## config.mk

```make
export PLATFORM = sky130hd
export DESIGN_NAME = sys_bus_bridge
export DESIGN_NICKNAME = d
export VERILOG_FILES = /design/src/rtl/sys_bus_bridge_pkg.sv /design/src/rtl/sys_bus_bridge_irq.sv /design/src/rtl/sys_bus_bridge.sv
export SDC_FILE = /design/constraint.sdc
export NUM_CORES = 1
export LEC_CHECK = 0
export CORE_MARGIN = 2
export CORE_UTILIZATION = 43
export DETAILED_ROUTE_END_ITERATION = 10
export PLACE_DENSITY = 0.81
export SLEW_MARGIN = 25
export SYNTH_ARGS = -nofsm -noshare
export SYNTH_HDL_FRONTEND = slang
export SYNTH_SLANG_ARGS = --single-unit
export TNS_END_PERCENT = 50
```

## constraint.sdc

```tcl
create_clock -name clk -period 3.7 [get_ports clk]
set_input_delay 1.11 -clock clk [delete_from_list [all_inputs] [get_ports clk]]
set_output_delay 1.11 -clock clk [all_outputs]
set_load 0.01 [all_outputs]
```

## src/rtl/sys_bus_bridge_pkg.sv

```systemverilog
// sys_bus_bridge_pkg: shared address map, FSM/select encodings and window decode
package sys_bus_bridge_pkg;
  localparam logic [31:0] TC0_BASE = 32'h0000_7F00;
  localparam logic [31:0] TC1_BASE = 32'h0000_7F10;
  localparam logic [31:0] BR_BASE  = 32'h0000_7F20;
  localparam int WIN_WORDS = 3;
  localparam int BR_WORDS  = 2;
  localparam logic [1:0] ST_IDLE   = 2'd0;
  localparam logic [1:0] ST_ACCESS = 2'd1;
  localparam logic [1:0] ST_RESP   = 2'd2;
  localparam logic [1:0] SEL_NONE = 2'd0;
  localparam logic [1:0] SEL_TC0  = 2'd1;
  localparam logic [1:0] SEL_TC1  = 2'd2;
  localparam logic [1:0] SEL_BR   = 2'd3;
  localparam int PEND_TC0 = 0;
  localparam int PEND_TC1 = 1;
  localparam int PEND_EXT = 2;
  // unsigned wrap makes addresses below the base fail the compare too
  function automatic logic in_win(input logic [29:0] a, input logic [31:0] base, input int words);
    logic [29:0] off;
    off = a - base[31:2];
    return off < 30'(words);
  endfunction
  function automatic logic [1:0] decode(input logic [29:0] a);
    return in_win(a, TC0_BASE, WIN_WORDS) ? SEL_TC0 :
           in_win(a, TC1_BASE, WIN_WORDS) ? SEL_TC1 :
           in_win(a, BR_BASE, BR_WORDS)   ? SEL_BR  : SEL_NONE;
  endfunction
endpackage

```

## src/rtl/sys_bus_bridge_irq.sv

```systemverilog
// sys_bus_bridge_irq: ext_irq synchronizer, rising-edge detect, sticky W1C pending, mask and hw_int
module sys_bus_bridge_irq
  import sys_bus_bridge_pkg::*;
(
  input  logic       clk,
  input  logic       i_rst_n,
  input  logic       i_irq0,
  input  logic       i_irq1,
  input  logic       i_ext_irq,
  input  logic       i_clr_we,
  input  logic       i_mask_we,
  input  logic [2:0] i_wdata,
  output logic [2:0] o_pending,
  output logic [2:0] o_mask,
  output logic [2:0] o_hw_int
);
  logic [1:0] r_sync;
  logic [2:0] r_prev, w_lvl, w_rise, w_pend_nxt, w_mask_nxt;
  assign w_lvl[PEND_TC0] = i_irq0;
  assign w_lvl[PEND_TC1] = i_irq1;
  assign w_lvl[PEND_EXT] = r_sync[1];
  assign w_rise = w_lvl & ~r_prev;
  // OR-ing the edge after the clear lets a simultaneous set win
  assign w_pend_nxt = (o_pending & ~(i_clr_we ? i_wdata : 3'b0)) | w_rise;
  assign w_mask_nxt = i_mask_we ? i_wdata : o_mask;
  always_ff @(posedge clk or negedge i_rst_n)
    if (!i_rst_n) begin
      r_sync    <= '0;
      r_prev    <= '0;
      o_pending <= '0;
      o_mask    <= '0;
      o_hw_int  <= '0;
    end else begin
      r_sync    <= {r_sync[0], i_ext_irq};
      r_prev    <= w_lvl;
      o_pending <= w_pend_nxt;
      o_mask    <= w_mask_nxt;
      o_hw_int  <= w_pend_nxt & w_mask_nxt;
    end
endmodule

```

## src/rtl/sys_bus_bridge.sv

```systemverilog
// sys_bus_bridge: CPU-side initiator of the peripheral register bus; decodes to TC0/TC1/bridge regs
module sys_bus_bridge
  import sys_bus_bridge_pkg::*;
(
  input  logic        clk,
  input  logic        reset,
  input  logic        cpu_req,
  input  logic        cpu_we,
  input  logic [29:0] cpu_addr,
  input  logic [31:0] cpu_wdata,
  output logic        cpu_ack,
  output logic        cpu_err,
  output logic [31:0] cpu_rdata,
  output logic [29:0] dev_addr,
  output logic [31:0] dev_wdata,
  output logic        dev_we0,
  output logic        dev_we1,
  input  logic [31:0] dev_rdata0,
  input  logic [31:0] dev_rdata1,
  input  logic        irq0,
  input  logic        irq1,
  input  logic        ext_irq,
  output logic [2:0]  hw_int
);
  logic [1:0]  r_state, r_sel;
  logic        r_we;
  logic        w_acc, w_br_we;
  logic [2:0]  w_pending, w_mask;
  logic [31:0] w_rsrc;
  assign w_acc   = r_state == ST_ACCESS;
  assign dev_we0 = w_acc && r_we && r_sel == SEL_TC0;
  assign dev_we1 = w_acc && r_we && r_sel == SEL_TC1;
  assign w_br_we = w_acc && r_we && r_sel == SEL_BR;
  // BR_BASE is word-aligned to an even word, so addr[0] picks pending vs mask
  always_comb
    w_rsrc = r_sel == SEL_TC0 ? dev_rdata0 :
             r_sel == SEL_TC1 ? dev_rdata1 :
             r_sel == SEL_BR  ? {29'b0, dev_addr[0] ? w_mask : w_pending} : 32'b0;
  sys_bus_bridge_irq u_irq (
    .clk       (clk),
    .i_rst_n   (reset),
    .i_irq0    (irq0),
    .i_irq1    (irq1),
    .i_ext_irq (ext_irq),
    .i_clr_we  (w_br_we && !dev_addr[0]),
    .i_mask_we (w_br_we && dev_addr[0]),
    .i_wdata   (dev_wdata[2:0]),
    .o_pending (w_pending),
    .o_mask    (w_mask),
    .o_hw_int  (hw_int)
  );
  always_ff @(posedge clk or negedge reset)
    if (!reset) begin
      r_state   <= ST_IDLE;
      r_sel     <= SEL_NONE;
      r_we      <= 1'b0;
      cpu_ack   <= 1'b0;
      cpu_err   <= 1'b0;
      cpu_rdata <= '0;
      dev_addr  <= '0;
      dev_wdata <= '0;
    end else begin
      r_state <= r_state == ST_IDLE   ? (cpu_req ? ST_ACCESS : ST_IDLE) :
                 r_state == ST_ACCESS ? ST_RESP : ST_IDLE;
      cpu_ack <= w_acc;
      cpu_err <= w_acc && r_sel == SEL_NONE;
      if (r_state == ST_IDLE && cpu_req) begin
        dev_addr  <= cpu_addr;
        dev_wdata <= cpu_wdata;
        r_we      <= cpu_we;
        r_sel     <= decode(cpu_addr);
      end
      if (w_acc && (!r_we || r_sel == SEL_NONE))
        cpu_rdata <= w_rsrc;
    end
endmodule

```

# ---- Word-level counts from Yosys, hierarchy flattened
# Cells that the tools add are included.
dict set report op_classes {
  multipliers 0
  n_lt_le_gt_ge 3
  reduce_logical 14
  div_mod_pow 0
  n_eq_ne 4
  shift 0
  bitwise_logic 6
  addsub 3
  n_mux 12
}
# cell n
set op_table {}
lappend op_table {{$lt 30x2->1 const B} 3}
lappend op_table {{$sub 30x13->30 const B} 3}
lappend op_table {{$mux 32} 2}
lappend op_table {{$mux 3} 4}
lappend op_table {{$mux 2} 5}
lappend op_table {{$and 3x3->3} 3}
lappend op_table {{$logic_and 1x1->1} 9}
lappend op_table {{$not 3->3} 2}
lappend op_table {{$eq 2x1->1 const B} 2}
lappend op_table {{$eq 2x2->1 const B} 2}
lappend op_table {{$logic_not 2->1} 2}
lappend op_table {{$or 3x3->3} 1}
lappend op_table {{$logic_not 1->1} 2}
lappend op_table {{$logic_or 1x1->1} 1}
lappend op_table {{$mux 1} 1}
dict set report word_totals {
  memories 0
  ramBits 0
  reg_bits 115
  latchBits 0
  wordCells 55
  inputBits 133
  out_inout_bits 101
  mem_bits_ro 0
}

# ---- Longest topological paths before layout
# Gate-level depths: netlist of the first run.
dict set report logic_depth {
  ltp_word 9
  ltp_mapped 9
  mapped_depth_nobuf 9
}

# ---- Hierarchy
# A second synthesis of the first run with hierarchy kept.
dict set report hier_totals {
  cells_unflattened 476
  hier_area_um2 5464.0
}
# mod n_inst area_per_inst_um2 cells_each seq_area_each_um2
set modules_own_cells {}
lappend modules_own_cells {sys_bus_bridge 1 4997.3 447 2502.4}
lappend modules_own_cells {sys_bus_bridge_irq 1 466.7 29 350.3}

# ---- Worst setup path before layout of the first run
# Ideal clock, no wire load.
dict set report synth_timing {
  kind {in2reg}
  from {input cpu_addr[22]}
  to {register r_sel[1]}
  slack_ns 0.414
  setup_ns 0.069
  stages 7
  required_time_ns 3.631
  t_arrival_ns 3.216
  path_buffers 0
  path_cell_list {or4_4 -> or3_4 -> nor3_4 -> a21boi_1 -> or4b_1 -> or4_1 -> nand3_1}
}
dict set report synth_between {
  elab_chain_cells 5
  word_cells_on_any_way 9
  cone_classes {3 x add/sub; 3 x order compare; 3 x mux}
}
# element line
set synth_lines {}
lappend synth_lines {{from (decl)} sys_bus_bridge.sv:9} ;# input logic [29:0] cpu_addr,
lappend synth_lines {{$sub 30x13->30} sys_bus_bridge_pkg.sv:21} ;# off = a - base[31:2];
lappend synth_lines {{$lt 30x2->1} sys_bus_bridge_pkg.sv:22} ;# return off < 30'(words);
lappend synth_lines {{$mux 2} sys_bus_bridge_pkg.sv:27} ;# in_win(a, BR_BASE, BR_WORDS) ? SEL_BR : SEL_NONE;
lappend synth_lines {{$mux 2} sys_bus_bridge_pkg.sv:26} ;# in_win(a, TC1_BASE, WIN_WORDS) ? SEL_TC1 :
lappend synth_lines {{$mux 2 (*)} sys_bus_bridge_pkg.sv:25} ;# return in_win(a, TC0_BASE, WIN_WORDS) ? SEL_TC0 :
lappend synth_lines {{to (signal assigned)} sys_bus_bridge.sv:71} ;# r_sel <= decode(cpu_addr);
lappend synth_lines {{to (decl)} sys_bus_bridge.sv:25} ;# logic [1:0] r_state, r_sel;
# Mark *: on every way between the ends. The rest lies on a longest branch, timed or not.
# A chain may end at the register's enable or synchronous reset.

# ---- Worst setup path in the final report of the first run
dict set report layout_timing {
  from {input cpu_addr[4]}
  to {register r_sel[1]}
}
# The elaborated chain is that of the path after synthesis.

==> results.cfg, run 1 <==
[worst_hold_path]
hold_class = reg2reg
holdPathStages = 0
hp-start = u_irq.r_sync[0]
worstHoldEndpoint = u_irq.r_sync[1]

[global_routing]
overflow = 0
grt_max_degree = 75
grt_pass1_wl_um = 26800
track_usage_pct = 26.1
antenna_found_initial = 0
grt_pass1_vias = 5141

[clocking]
post-cts-setup-buffers = 0
root_buffer = clkbuf_16
clock_latency_ns = 0.41
cts_tree = done
clk_pin_slew_ns = 0.05
cts_hold_buf = 0
clockBufferDepth = 2
clock-sinks = 114
cts_resized = 0
numCtsBuffers = 17
cts_max_level = 4

[setup_path]
crit_slowest_cell = a2111oi_0
r2r-end = cpu_rdata[24]
cpMostUsedCell = a2111oi_0
critical_path_required_ns = 4.04
crit_path_max_fanout = 5
r2r_slack_ns = 1.61
startpoint = cpu_addr[4]
slowest_delay_ns = 0.58
crit_type = in2reg
reg2regPathDepth = 4
worstPathCellList = clkdlybuf4s50_1 -> inv_1 -> ha_1 -> and2b_1 -> nand2_1 -> a2111oi_0 -> a211oi_1 -> a2111oi_0 -> buf_4 -> nand4_1 -> nand3_1
cp.arrival_ns = 3.74
crit_path_end_kind = flop
start_kind = primary input
r2r_start = r_sel[0]

[synthesis]
synth_ff_type = dfrtp_1
synth_area_um2 = 5420
yosysSeqAreaShare_pct = 52.6
synth_largest_area_cell = dfrtp_1
syn-num-nets = 627
yosys-top-cells-area = dfrtp_1 (53%), mux2_2 (14%), a22oi_1 (4.7%)
synth_top_area_share_pct = 52.6
synth_cell_types = 62
synth.ff_latch_count = 114
synth_async_sr_flop_share_pct = 100
ys_warn_count = 0
syn-instance-count = 492
syn_area_per_cell_um2 = 11.0
synth_edf_count = 0

[sta]
fin_crit_sh_pct = 91.9
fin_crit_ns = 3.40
slew_viol_final = 0
rsz0062_at_grt = no
fin_worst_skew_ns = 0.00777
finalSetupViolations = 0
worst_slack_ns = 0.298
holdWs_ns = 0.351
worst_slew_pin_slew_ns = 0.799
hold_viol = 0
relSlewSlack_pct = 46.6
clock.fmax_mhz = 294

[placement]
gp_congestion = 0.922
placed_cells = 931
place_hpwl_um = 13300
portBuffers = 233
detailed_place.area_um2 = 8350
post-place-ws_ns = -0.165

[routing]
drtIter0Drc = 250
antenna_left = 0
dr.pass1.iters = 5
drt_wl_total_um = 17600
routedWlPerCell_um = 18.3
drc = 0
drt-vias-per-instance = 5.29
route.vias.total = 5090

[final_layout]
antenna_cells = 0
layout.cells.most_common = clkdlybuf4s50_1
fin_cells = 963
syn2layout_area_growth_pct = 65.8
regArea_um2 = 2850
multi_input_area_um2 = 2410
nets = 913
final_util_pct = 72.1
fillCellCount = 914
drive_above_1_share_pct = 21.7
final_area_um2 = 8980
final_cell_mix = clkdlybuf4s50_1 (232), dfrtp_1 (114), mux2_2 (67), buf_4 (65), nand2_1 (48)

[die]
die_h_um = 116
rows = 41
die_w_um = 116
start_util_pct = 43.5
io_pins = 234
die_area_um2 = 13500
core_area_um2 = 12500

[power]
p_leak_nw = 3.73
peakVddDrop_mv = 0.470
p_per_area_nw_per_um2 = 563

[run_status]
status = complete, no violations

[run]
maxCapViolations = 0
## registers in the layout, indices dropped and copies added, names as in the netlist, 2 cells and up
| register | cells |
|---|---|
| u_irq.r_prev | 3 |
| u_irq.o_pending | 3 |
| u_irq.r_sync | 2 |
| u_irq.o_hw_int | 3 |
| r_sel | 2 |
| cpu_rdata | 32 |
| u_irq.o_mask | 3 |
| dev_addr | 30 |
| dev_wdata | 32 |
## cells by family (layout without fill, tap and decap cells)
group                      after synthesis  after routing  synth area share (%)
AOI/OAI and AO/OA                      120            120                  14.7
adders and majority gates                2              2                 0.462
DFF                                    114            114                  52.6
xor gates and xnor gates                 5              5                 0.808
muxes                                   71             71                  14.7
and+or+nand+nor                        136            136                  13.6
buffers and inverters                   44            343                  3.21
## where the power goes
part,total [W],internal [W],switching (W)
Sequential,0.00176,0.00157,0.000190
Combinational,0.00157,0.000935,0.000637
Clock,0.00173,0.00118,0.000557
Total,0.00506,0.00368,0.00138
## worst max path at each step
stage | to | slack [ns]
3_3_place_gp | r_sel[1] | -0.19
6_report | r_sel[1] | 0.30
3_5_place_dp | r_sel[1] | -0.17
2_1_floorplan | r_sel[1] | 0.41
4_1_cts | r_sel[1] | 0.26
5_1_grt | r_sel[1] | 0.12
## layout make-up
type                       count  share of cell area (%)
timing repair buffer         298                    31.5
clock inverter                 9                    1.70
multi-input combinational    334                    26.8
clock buffer                  23                    5.32
sequential                   114                    31.8
inverter                      13                   0.543
tap                          172                    2.40
## synthesized netlist by cell type (all sizes together), types with 3 or more instances
library cell,number
a21oi,10
a211oi,4
mux2,67
nor3,13
nor2,16
nand4,7
nor2b,6
nor4,10
buf,3
and3,3
nand2,48
a31oi,5
a22oi,34
or4,4
clkbuf,28
a2111oi,4
nand2b,4
mux2i,4
o21ai,43
inv,13
xnor2,3
dfrtp,114
and2,3
or3,4
nand3,6
## critical path, delay by kind of cell
kind / cells / cell delay [ns]
compound gates: 3 / 1.19
buf+inv: 3 / 0.78
simple gates: 4 / 0.49
fa+ha+maj: 1 / 0.16
## metrics by stage
| stage | TNS (ns) | total power, W |
|---|---|---|
| finish | 0 | 0.00506 |
| global route | 0 | 0.00531 |
| CTS | 0 | 0.00511 |
| detailed placement | -0.165 | 0.00334 |
| global placement | -0.191 | 0.00329 |
| floorplan | 0 | 0.00234 |
## metal layers
layer  track usage, %  wire [um]  up-vias
li1                 -          -     2391
met1             30.2       7000     2439
met2             45.9       8890      240
met3             8.04       1440       20
met4             8.89        274        0
met5                0          0        -
Power figures use the tool's default switching activity.
==> inputs of run 2 (changes only) <==
--- a/config.mk
+++ b/config.mk
@@ -7,6 +7,7 @@
 export LEC_CHECK = 0
 export CORE_MARGIN = 2
 export CORE_UTILIZATION = 43
+export CTS_BUF_LIST = sky130_fd_sc_hd__clkbuf_8
 export DETAILED_ROUTE_END_ITERATION = 10
 export PLACE_DENSITY = 0.81
 export SLEW_MARGIN = 25
==> constraint.sdc (replaced) <==
create_clock -name clk -period 4.4 [get_ports clk]
set_input_delay 1.32 -clock clk [delete_from_list [all_inputs] [get_ports clk]]
set_output_delay 1.32 -clock clk [all_outputs]
set_load 0.01 [all_outputs]
==> results.cfg, run 2 (synthesized netlist as in run 1, its figures left out) <==
[setup_path]
path_buf_inv = 2
cp.arrival_ns = 4.28
start_kind = primary input
r2r_start = cpu_ack
startpoint = cpu_addr[18]
critPathTopFamily = compound AO/OA/AOI/OAI gates
slowest_delay_ns = 0.75
cpMostUsedCell = a2111oi_0
critical_path_required_ns = 4.77
crit_path_max_fanout = 7
worstPathCellList = clkdlybuf4s50_1 -> nor4_2 -> nand2_1 -> a2111oi_0 -> a211oi_1 -> a2111oi_0 -> buf_4 -> nand4_1 -> nand3_1
crit_slowest_cell = a2111oi_0
crit_path_end_kind = flop
r2r_slack_ns = 2.69
crit_type = in2reg

[clocking]
clock-sinks = 114
root_buffer = clkbuf_8
numCtsBuffers = 17
clockBufferDepth = 2
cts_hold_buf = 0
post-cts-setup-buffers = 0
cts_max_level = 4
clk_pin_slew_ns = 0.07
cts_tree = done
cts_resized = 0
clock_latency_ns = 0.43

[routing]
highest_layer = met4
antenna_left = 0
drtIter0Drc = 216
route.vias.total = 4871
drc = 0
dr.pass1.iters = 4
drt-vias-per-instance = 5.30
routedWlPerCell_um = 18.0
wl_met3_um = 1380
wl_met2_um = 8230
wl_met1_um = 6500
drt_wl_total_um = 16500

[placement]
placed_cells = 887
post-place-ws_ns = 0.0152
gp_congestion = 0.904
portBuffers = 233
place_hpwl_um = 12700

[power]
p_leak_nw = 3.44
peakVddDrop_mv = 0.295
swShare_pct = 28.5
p_int_w = 0.00278
p_per_area_nw_per_um2 = 458
p_clk_share_pct = 29.1
total_power_w = 0.00389
pwr-share-seq_pct = 37.9
power_frac_comb_pct = 33.1
switchingPower_w = 0.00111

[global_routing]
overflow = 0
antenna_found_initial = 0
track_usage_pct = 24.5
grt_max_degree = 70
grt_pass1_wl_um = 25300
grt_pass1_vias = 5018

[sta]
worst_slew_pin_slew_ns = 0.869
fin_crit_ns = 3.92
finalSetupViolations = 0
worst_slack_ns = 0.483
clock.fmax_mhz = 255
hold_viol = 0
slew_viol_final = 0
fin_crit_sh_pct = 89.0
setup_tns_ns = 0
fin_worst_skew_ns = 0.0110
relSlewSlack_pct = 42.1
rsz0062_at_grt = no

[die]
die_area_um2 = 13500
start_util_pct = 43.5
rows = 41
io_pins = 234
core_area_um2 = 12500
die_w_um = 116
die_h_um = 116

[final_layout]
fin_cells = 919
nets = 869
top_regs = cpu_rdata: 32 flops, dev_wdata: 32 flops, dev_addr: 30 flops
final_util_pct = 68.2
syn2layout_area_growth_pct = 57.0
final_cell_mix = clkdlybuf4s50_1 (232), dfrtp_1 (114), mux2_2 (67), nand2_1 (48), o21ai_0 (42)
drive_above_1_share_pct = 17.5
antenna_cells = 0
layout.cells.most_common = clkdlybuf4s50_1

[run_status]
status = complete, no violations

[worst_hold_path]
hold_class = reg2reg
hp-start = u_irq.r_sync[0]

[run]
maxCapViolations = 0
## run 2: cell count changes in the layout (fill, tap and decap cells not counted)
cell / change
buf_12: +1
buf_4: -45
bufinv_16: +1
clkbuf_1: -3
clkbuf_16: -17
clkbuf_8: +16
clkinv_4: +2
clkinvlp_4: +1
## run 2: path summary, 6_finish.rpt
kind | cells past startpoint | end
max reg2reg | 5 | u_irq.o_hw_int[1]
max | 9 | r_sel[1]
min in group asynchronous | 1 | dev_addr[14]
min reg2reg | 0 | u_irq.r_sync[1]
min | 0 | u_irq.r_sync[1]
max in group asynchronous | 2 | dev_addr[0]
## run 2: area by class of cell
class,count,area [um^2]
inverter,13,48.8
sequential,114,2850
timing repair buffer,254,2510
clock buffer,19,262
fill,965,3960
clock inverter,13,208
multi-input combinational,334,2410
tap,172,215
## run 2: worst reg2reg max path, delay by kind of cell, from the launching register on
family,cells,cell delay [ns]
AND/OR/NAND/NOR,4,0.85
flip-flops,1,0.42
multiplexers,1,0.34
## run 2: metrics by stage
| stage | cell area (um^2) | hold WS, ns |
|---|---|---|
| 4_1_cts | 8500 | 0.351 |
| 2_1_floorplan | 5420 | 0.331 |
| 3_5_place_dp | 8030 | 0.335 |
| 5_1_grt | 8510 | 0.368 |
| 3_3_place_gp | 8030 | 0.339 |
| 6_report | 8510 | 0.348 |
## run 2: power by group through the flow
stage / sequential (W) / combinational [W] / clock [W]
finish: 0.00147 / 0.00129 / 0.00113
global route: 0.00151 / 0.00139 / 0.00121
CTS: 0.00148 / 0.00131 / 0.00116
detailed placement: 0.00149 / 0.00130 / 0
global placement: 0.00147 / 0.00127 / 0
floorplan: 0.00159 / 0.000382 / 0
## run 2: metal layers
metal / GRT usage, % / vias up
met4: 10.0 / 0
met2: 42.2 / 203
met5: 0 / -
met1: 28.1 / 2331
li1: - / 2310
met3: 8.41 / 27
==> inputs of run 3 (changes only) <==
--- a/config.mk
+++ b/config.mk
@@ -6,10 +6,12 @@
 export NUM_CORES = 1
 export LEC_CHECK = 0
 export CORE_MARGIN = 2
-export CORE_UTILIZATION = 43
+export CORE_UTILIZATION = 47
 export CTS_BUF_LIST = sky130_fd_sc_hd__clkbuf_8
 export DETAILED_ROUTE_END_ITERATION = 10
-export PLACE_DENSITY = 0.81
+export GPL_TIMING_DRIVEN = 0
+export PLACE_DENSITY = 0.88
+export SETUP_SLACK_MARGIN = 0.02
 export SLEW_MARGIN = 25
 export SYNTH_ARGS = -nofsm -noshare
 export SYNTH_HDL_FRONTEND = slang
==> results.cfg, run 3 (synthesized netlist as in run 1, its figures left out) <==
[sta]
finalSetupViolations = 0
clock.fmax_mhz = 248
fin_crit_ns = 4.03
fin_crit_sh_pct = 91.6
fin_worst_skew_ns = 0.0120
holdWs_ns = 0.365
rsz0062_at_grt = no
slew_viol_final = 0
hold_viol = 0
worst_slew_pin_slew_ns = 0.888
worst_slack_ns = 0.370
relSlewSlack_pct = 40.7

[final_layout]
multi_input_area_um2 = 2390
drive_above_1_share_pct = 14.6
regArea_um2 = 2850
fillCellCount = 798
layout.cells.most_common = clkdlybuf4s50_1
final_cell_mix = clkdlybuf4s50_1 (228), dfrtp_1 (114), mux2_2 (67), nand2_1 (48), o21ai_0 (42)
top_regs = cpu_rdata: 32 flops, dev_wdata: 32 flops, dev_addr: 30 flops
syn2layout_area_growth_pct = 53.1
nets = 876
antenna_cells = 0

[placement]
portBuffers = 229
post-place-ws_ns = -0.00878
gp_congestion = 0.945
place_hpwl_um = 12800

[global_routing]
grt_pass1_vias = 5360
grt_max_degree = 70
track_usage_pct = 27.3
overflow = 0
antenna_found_initial = 0
grt_pass1_wl_um = 27100

[clocking]
cts_resized = 0
clockBufferDepth = 2
root_buffer = clkbuf_8
numCtsBuffers = 17
cts_hold_buf = 0
clock-sinks = 114
cts_tree = done
post-cts-setup-buffers = 0
clk_pin_slew_ns = 0.07
cts_max_level = 4
clock_latency_ns = 0.44

[routing]
dr.pass1.iters = 5
routedWlPerCell_um = 18.7
route.vias.total = 5078
drt_wl_total_um = 16800
antenna_left = 0
drtIter0Drc = 369
drc = 0
drt-vias-per-instance = 5.66

[setup_path]
worstPathCellList = clkdlybuf4s50_1 -> inv_1 -> ha_1 -> and2b_1 -> nand2_1 -> a2111oi_0 -> a211oi_1 -> a2111oi_0 -> nand4_1 -> nand3_1
slowest_delay_ns = 0.72
crit_type = in2reg
cp.arrival_ns = 4.40
crit_slowest_cell = a2111oi_0
path_buf_inv = 2
start_kind = primary input
cpMostUsedCell = a2111oi_0
critical_path_required_ns = 4.77
critPathTopFamily = compound AO/OA/AOI/OAI gates
crit_path_end_kind = flop
crit_path_max_fanout = 9

[power]
p_leak_nw = 3.33
p_per_area_nw_per_um2 = 446
switchingPower_w = 0.00116
pwr-share-seq_pct = 39.7
p_clk_share_pct = 25.0
power_frac_comb_pct = 35.3
swShare_pct = 31.2
p_int_w = 0.00254
peakVddDrop_mv = 0.309

[run]
maxCapViolations = 0

[die]
die_w_um = 111
start_util_pct = 47.9
die_h_um = 111
core_area_um2 = 11300
die_area_um2 = 12400
rows = 39
io_pins = 234

[worst_hold_path]
hold_class = reg2reg

[run_status]
status = complete, no violations
## run 3: cell types whose count changed in the layout (fill, tap and decap cells not counted), moves of 3 or more
cell	delta
clkdlybuf4s50_1	-4
clkbuf_1	+28
bufinv_16	-4
inv_6	+3
buf_4	-20
## run 3: routing by layer
layer / track usage, % / share of wire, % / vias to the layer above / routed length, um
li1: - / - / 2327 / -
met1: 32.9 / 39 / 2439 / 6480
met2: 46.5 / 50 / 271 / 8410
met3: 8.49 / 8.9 / 41 / 1490
met4: 10.3 / 2.2 / 0 / 371
met5: 0 / 0 / - / 0
## run 3: area by class of cell
class | count | area share, %
Timing Repair Buffer | 230 | 28.0
Clock inverter | 14 | 1.58
Buffer | 31 | 1.51
Multi-Input combinational cell | 334 | 28.8
Inverter | 13 | 0.588
Tap cell | 143 | 2.16
Sequential cell | 114 | 34.4
Clock buffer | 18 | 2.99
## run 3: power by group through the flow
stage               Clock [W]  Sequential (W)  Combinational, W
global route         0.000996         0.00150           0.00140
finish               0.000926         0.00147           0.00131
detailed placement          0         0.00149           0.00131
floorplan                   0         0.00159          0.000382
CTS                  0.000945         0.00147           0.00132
global placement            0         0.00146           0.00127
## run 3: final timing paths
path / start / end / slack [ns] / depth (start not counted)
max: cpu_addr[3] / r_sel[1] / 0.37 / 10
max in group asynchronous: reset / cpu_rdata[2] / 2.92 / 2
min in group asynchronous: reset / dev_addr[23] / 0.80 / 1
min reg2reg: u_irq.r_sync[0] / u_irq.r_sync[1] / 0.37 / 0
min: u_irq.r_sync[0] / u_irq.r_sync[1] / 0.37 / 0
max reg2reg: cpu_ack / dev_addr[27] / 1.74 / 4
## run 3: stage by stage
stage           TNS, ns  instance area [um^2]  utilization, %  power, W  std cells
4_1_cts               0                  8300            73.3   0.00373        897
3_3_place_gp    -239.06                  7890            69.7   0.00274        864
6_report              0                  8300            73.3   0.00370        897
5_1_grt               0                  8300            73.3   0.00390        897
2_1_floorplan         0                  5420               -   0.00197        492
3_5_place_dp   -0.00878                  7920            69.9   0.00280        865
